--- src/rtl/demux_bit_sequencer.sv ---
// Serialises one accepted byte onto demux_1to8 d/s, one channel per step, each held HOLD_CYCLES.
// Latency: step 0 appears right after the accept edge; done is a 1-cycle pulse after step 7; in_ready is low only in SEND.
module demux_bit_sequencer #(
  parameter int HOLD_CYCLES = 1,
  parameter bit MSB_FIRST   = 1'b0
) (
  input  logic       clk,
  input  logic       rst,
  input  logic       in_valid,
  input  logic [7:0] in_data,
  output logic       in_ready,
  output logic       d,
  output logic [2:0] s,
  output logic       out_en,
  output logic       busy,
  output logic       done
);

  typedef enum logic [1:0] {
    IDLE = 2'd0,
    SEND = 2'd1,
    DONE = 2'd2
  } state_t;

  localparam logic [3:0] HOLD_LAST = 4'(HOLD_CYCLES - 1);
  localparam logic [2:0] FIRST_IDX = MSB_FIRST ? 3'd7 : 3'd0;

  state_t     state_q, state_d;
  logic [3:0] hold_q, hold_d;
  logic [2:0] step_q, step_d;
  logic       last_q, last_d;
  logic [7:0] byte_q, byte_d;
  logic [2:0] sel_q, sel_d;
  logic       in_ready_q, in_ready_d;
  logic       d_q, d_d;
  logic       out_en_q, out_en_d;
  logic       busy_q, busy_d;
  logic       done_q, done_d;
  logic       accept;

  // in_ready is a register, so accept never loops back into in_ready combinationally.
  assign accept = in_valid && in_ready_q;

  always_comb begin
    state_d = state_q;
    hold_d  = hold_q;
    step_d  = step_q;
    last_d  = last_q;
    byte_d  = byte_q;
    sel_d   = sel_q;

    case (state_q)
      IDLE, DONE: begin
        if (accept) begin
          state_d = SEND;
          byte_d  = in_data;
          sel_d   = FIRST_IDX;
          hold_d  = 4'd0;
          step_d  = 3'd0;
          last_d  = 1'b0;
        end else begin
          state_d = IDLE;
          sel_d   = 3'd0;
        end
      end
      SEND: begin
        if (hold_q == HOLD_LAST) begin
          hold_d = 4'd0;
          if (last_q) begin
            state_d = DONE;
            sel_d   = 3'd0;
          end else begin
            step_d = step_q + 3'd1;
            last_d = (step_q == 3'd6);
            sel_d  = MSB_FIRST ? (sel_q - 3'd1) : (sel_q + 3'd1);
          end
        end else begin
          hold_d = hold_q + 4'd1;
        end
      end
      default: begin
        state_d = IDLE;
        sel_d   = 3'd0;
      end
    endcase

    // Outputs are registered from the next state so they line up with it.
    in_ready_d = (state_d != SEND);
    out_en_d   = (state_d == SEND);
    busy_d     = (state_d != IDLE);
    done_d     = (state_d == DONE);
    d_d        = (state_d == SEND) ? byte_d[sel_d] : 1'b0;
  end

  always_ff @(posedge clk) begin
    if (rst) begin
      state_q    <= IDLE;
      hold_q     <= 4'd0;
      step_q     <= 3'd0;
      last_q     <= 1'b0;
      byte_q     <= 8'd0;
      sel_q      <= 3'd0;
      in_ready_q <= 1'b1;
      d_q        <= 1'b0;
      out_en_q   <= 1'b0;
      busy_q     <= 1'b0;
      done_q     <= 1'b0;
    end else begin
      state_q    <= state_d;
      hold_q     <= hold_d;
      step_q     <= step_d;
      last_q     <= last_d;
      byte_q     <= byte_d;
      sel_q      <= sel_d;
      in_ready_q <= in_ready_d;
      d_q        <= d_d;
      out_en_q   <= out_en_d;
      busy_q     <= busy_d;
      done_q     <= done_d;
    end
  end

  assign in_ready = in_ready_q;
  assign d        = d_q;
  assign s        = sel_q;
  assign out_en   = out_en_q;
  assign busy     = busy_q;
  assign done     = done_q;

endmodule

--- config.mk ---
export PLATFORM = sky130hd
export DESIGN_NAME = demux_bit_sequencer
export DESIGN_NICKNAME = d
export VERILOG_FILES = /design/src/rtl/demux_bit_sequencer.sv
export SDC_FILE = /design/constraint.sdc
export NUM_CORES = 1
export LEC_CHECK = 0
export CAP_MARGIN = 10
export CORE_UTILIZATION = 40
export DETAILED_ROUTE_END_ITERATION = 7
export PLACE_DENSITY = 0.64
export SLEW_MARGIN = 20
export SYNTH_ARGS = -nofsm -noshare
export SYNTH_HDL_FRONTEND = slang
export SYNTH_SLANG_ARGS = --single-unit
--- constraint.sdc ---
create_clock -name clk -period 1.85 [get_ports clk]
set_input_delay 0.185 -clock clk [delete_from_list [all_inputs] [get_ports clk]]
set_output_delay 0.185 -clock clk [all_outputs]
set_load 0.005 [all_outputs]
Yosys cells after proc, flatten, opt, wreduce, memory -nomap -nowiden --
Index checks and enable logic that the tools add are counted.
Cells by class: add/sub/neg operators 3, order comparisons 1, equality and inequality tests 9, mux-type cells 22, bitwise gates (word level) 1, reductions and logical operators 10
Operators by type and width (number):
- $mux W3 | 6
- $mux W8 | 2
- $mux W4 | 2
- $pmux W4 S2 | 1
- $add A3 B1 Y3 const B | 2
- $ne A2 B2 Y1 const B | 3
- $pmux W3 S2 | 1
- $mux W1 | 5
- $add A4 B1 Y4 const B | 1
- $eq A2 B1 Y1 const B | 2
- $eq A2 B2 Y1 const B | 2
- $logic_not A4 Y1 | 1
- $lt A3 B4 Y1 const B | 1
- $mux W2 | 2
- $pmux W2 S2 | 1
- $reduce_and A4 Y1 | 1
- $reduce_bool A2 Y1 | 2
- $reduce_or A2 Y1 | 2
- $bmux W1 S3 | 1
- $eq A3 B3 Y1 const B | 1
- $reduce_and A3 Y1 | 1
- $logic_not A2 Y1 | 1
- $ne A2 B1 Y1 const B | 1
- $pmux W1 S2 | 1
- 3 further kinds | 3
Storage, ports and cells: flip-flop bits (word level) 26, input port bits 11, output and inout bits 8, logic and storage cells 57

Depth between registers and ports, before layout --
depth after elaboration 6, depth in mapped cells 9, depth with buffers taken out 8

Worst setup path before layout --
OpenSTA, ideal clock, no wires.
path type reg-to-reg, from register hold_q[0], to register d_q, in the netlist d, setup time 0.128 ns, arrival time 1.708 ns, data required time 1.722 ns, setup slack 0.014 ns, stages on the path, launching flop included 10, path buffers 1, cells stage by stage dfxtp_1 inv_1 ha_1 or3b_4 buf_6 o211ai_1 o221ai_1 and4bb_1 o31ai_1 a21oi_1
Between the ends: cells in the longest elaborated chain, start to end 6, elaborated cells between the ends (all ways) 10, those cells by class 1 x eq/ne; 6 x mux; 1 x bitwise; 2 x reduce/logical
RTL lines:
- start: declaration | line 29 | logic [3:0] hold_q, hold_d;
- start signal: assignment | line 110 | hold_q <= hold_d;
- $logic_not A4 Y1 * | line 67 | if (hold_q == HOLD_LAST) begin
- $mux W2 | line 67
- $pmux W2 S2 | line 52 | case (state_q)
- $eq A2 B1 Y1 | line 92 | d_d = (state_d == SEND) ? byte_d[sel_d] : 1'b0;
- $not A1 Y1 (no line)
- $reduce_or A2 Y1 (no line)
- end signal: assignment | line 104 | d_q <= 1'b0;
- end signal: assignment | line 116 | d_q <= d_d;
- end: declaration | line 35 | logic d_q, d_d;
Every way passes the cells marked *; elsewhere a longest branch is shown, timed or not. The select of a mux whose other input is x is not followed. A chain may end at the register's enable or synchronous reset.

Final worst setup path --
from register hold_q[1], to register d_q, in the netlist d
Same word-level chain as after synthesis.

==> impl_metrics.tcl <==
set metrics [dict create \
    status "complete, but fails checks" \
    violations "setup timing" \
    synth_edf_count 0 \
    worstHoldStart "in_data[5]" \
    power_density_nw_per_um2 663 \
    wl_um 3400 \
    cts_tree "done" \
    max-cap-violations 0 \
    rsz0062_at_grt "yes" \
    grt_pass1_wl_um 5470 \
    detailedPlacementHpwl_um 2370 \
    worstHoldPathCells 3 \
    clk_latency_ps 330 \
    cp-start-kind "flip-flop" \
    core-area_um2 3050 \
    worst_hold_path.endpoint "byte_q[5]$_SDFF_PP0_" \
    crit_required_ps 2090 \
    drt_iter0_markers 54 \
    drcViolationCount 0 \
    row_count 20 \
    placed_cells 223 \
    synth_flop_cell "dfxtp_1" \
    period_minus_slack_ps 1900 \
    grt_max_degree 16 \
    hp-class "in2reg" \
    hold_viol 0 \
    ctsHtreeMaxLevel 1 \
    n_antenna_cell 0 \
    r2r-end "d$_SDFF_PP0_" \
    nNetsFinal 200 \
    antenna_found_initial 0 \
    endpoint_kind "flip-flop" \
    die_w_um 58.6 \
    max_freq_ghz 0.526 \
    cts.reportedPaths.clkPinSlew_ps 150 \
    peakVddDrop_v 0.000438 \
    routabilityCongestion 0.907 \
    drive_gt1_share_pct 26.8 \
    skew_ps 2.83 \
    cts_buffers 3 \
    die_height_um 58.6 \
    p_seq_share_pct 52.5 \
    post_cts_buffers 0 \
    root_buffer "clkbuf_4" \
    internal_power_uw 832 \
    synth.avg_cell_area_um2 8.78 \
    finalNonFillerCells 227 \
    slew-limit-headroom_pct 73.8 \
    synth_seq_cells 26 \
    die_area_um2 3440 \
    ys_seq_area_share_pct 40.6 \
    worst_pin_slew_ps 391 \
    cp_max_fo 7 \
    io_pins 19 \
    arrival_ps 2140 \
    net-switching-power_uw 327 \
    antenna_left 0 \
    finalMaxSlewViolations 0 \
    initial_core_util_pct 42.0 \
    critPathKind "reg2reg" \
    final.setup.tns_ps -50.8 \
    path_cells "inv_2, ha_4, or3b_4, buf_6, and2_4, a21oi_2, a211oi_2, a31oi_1, a21oi_1" \
    fin_crit_sh_pct 103 \
    grt_pass1_vias 1148 \
    synthArstFlopShare_pct 0 \
    vias 1253 \
    io_buffers 18 \
    synth_cell_types 38 \
    power_leakage_uw 0.000685 \
    combPwrFrac_pct 21.1 \
    grt_use_total_pct 21.4 \
    synth_area_um2 1280 \
    wire_per_inst_um 15.0 \
    netSwitchingFraction_pct 28.2 \
    gr-total-overflow 0 \
    setup_violations 1 \
    timing.rr.start "hold_q[1]$_SDFFE_PP0P_" \
    synth_fp_nets 162 \
    slowest_stage "or3b_4" \
    slowest_delay_ps 410 \
    clkPwrFrac_pct 26.4 \
    dr.pass1.iters 4 \
    syn2layout_area_growth_pct 36.3 \
    cts_max_path_buffers 2 \
    synthCells 146 \
    clock_sinks 26 \
    r2r_slack_ps -50 \
    ff2ff_path_depth 9 \
    cts_hold_buf 0 \
    setup_slack_ps -50.8 \
    vias_per_cell 5.52 \
    ys_warn_count 0 \
]
-- registers in the layout (all words and copies together) (netlist names), 2 cells and up --
register and flops:
hold_q 4, s 3, step_q 3, byte_q 8
state_q 2
-- synthesized netlist by cell type (3+ instances only) --
master | count | area share, %
clkbuf_1 | 3 | 0.88
a211oi_1 | 5 | 2.9
nand2b_1 | 4 | 2.0
a31oi_1 | 3 | 1.5
nor2_1 | 18 | 5.3
mux2i_1 | 3 | 2.3
nand2_1 | 13 | 3.8
nor3_1 | 7 | 2.7
a21oi_1 | 17 | 6.6
dfxtp_1 | 26 | 41
ha_1 | 5 | 4.9
inv_1 | 5 | 1.5
nand3_1 | 3 | 1.2
-- metrics by stage --
step / instance area, um2 / power (uW) / hold slack [ps] / utilization [%] / setup slack, ps
6_report: 1750 / 1160 / 373 / 57.3 / -50.8
5_1_grt: 1750 / 1210 / 389 / 57.3 / -123
4_1_cts: 1720 / 1150 / 378 / 56.2 / -16.8
3_5_place_dp: 1640 / 847 / 453 / 53.7 / -35.0
3_3_place_gp: 1640 / 845 / 446 / 53.7 / -17.7
2_1_floorplan: 1280 / 739 / 264 / - / 14.1
-- per-layer routing --
metal / vias to the layer above / track usage (%) / wire (um)
met3: 14 / 2.42 / 172
met4: 0 / 9.86 / 133
li1: 599 / - / -
met1: 585 / 28.2 / 1500
met2: 55 / 35.3 / 1590
met5: - / 0 / 0
-- cell families after synthesis --
group | count (synthesis) | synth area share [%]
buf+inv | 12 | 4.88
fa+ha+maj | 5 | 4.88
flops | 26 | 40.6
compound gates | 38 | 18.8
simple gates | 59 | 26.0
mux | 5 | 4.10
xor+xnor | 1 | 0.683
-- area by class of cell --
cell class / instances / area [um2]
inverter: 5 / 18.8
timing repair buffer: 40 / 349
multi-input combinational: 108 / 766
sequential: 26 / 523
tap: 44 / 55.1
fill: 303 / 1310
clock buffer: 4 / 36.3
-- cells in the final DEF (no fill, tap or decap), types with 2 or more instances in the layout --
cell type,Yosys,layout
dfxtp_1,26,24
buf_4,0,21
nor2_1,18,18
clkdlybuf4s50_1,0,18
a21oi_1,17,14
nand2_1,13,13
nor3_1,7,7
nand2b_1,4,4
ha_1,5,4
inv_1,5,3
a21oi_2,0,3
nand3_1,3,3
mux2i_1,3,3
a211oi_1,5,3
a31oi_1,3,3
clkbuf_4,0,3
inv_2,0,2
nand3b_1,2,2
o211ai_1,2,2
o221ai_1,2,2
and2_4,1,2
mux2_2,2,2
o22ai_1,2,2
o41ai_2,0,2
a211oi_2,0,2
and4bb_1,2,2
dfxtp_2,0,2
-- worst max-delay path by stage --
stage,from,endpoint,cells past startpoint
floorplan,hold_q[0]$_SDFFE_PP0P_,d$_SDFF_PP0_,9
global placement,hold_q[0]$_SDFFE_PP0P_,d$_SDFF_PP0_,9
detailed placement,in_valid,d$_SDFF_PP0_,7
CTS,hold_q[1]$_SDFFE_PP0P_,d$_SDFF_PP0_,8
global route,hold_q[1]$_SDFFE_PP0P_,d$_SDFF_PP0_,9
finish,hold_q[1]$_SDFFE_PP0P_,d$_SDFF_PP0_,9
-- timing repair --
item,CTS,global route
resized for setup,12,6
pin swaps,7,1
endpoints found under the setup margin,1,1
-- power by group through the flow --
| stage | logic, uW | registers (uW) | clock network (uW) |
|---|---|---|---|
| after floorplan | 122 | 617 | 0 |
| after global placement | 227 | 618 | 0 |
| after detailed placement | 228 | 620 | 0 |
| after CTS | 235 | 608 | 305 |
| after global routing | 266 | 613 | 336 |
| final | 244 | 609 | 306 |
-- critical path: cells and delay by family, from the launching register on --
kind | cells | cell delay (ps)
AND/OR/NAND/NOR | 2 | 590
buffers and inverters | 2 | 220
AO/OA/AOI/OAI | 4 | 530
flip-flops | 1 | 350
adder cells (fa/ha/maj) | 1 | 130
Note: power is estimated with default switching activity, not from simulation.
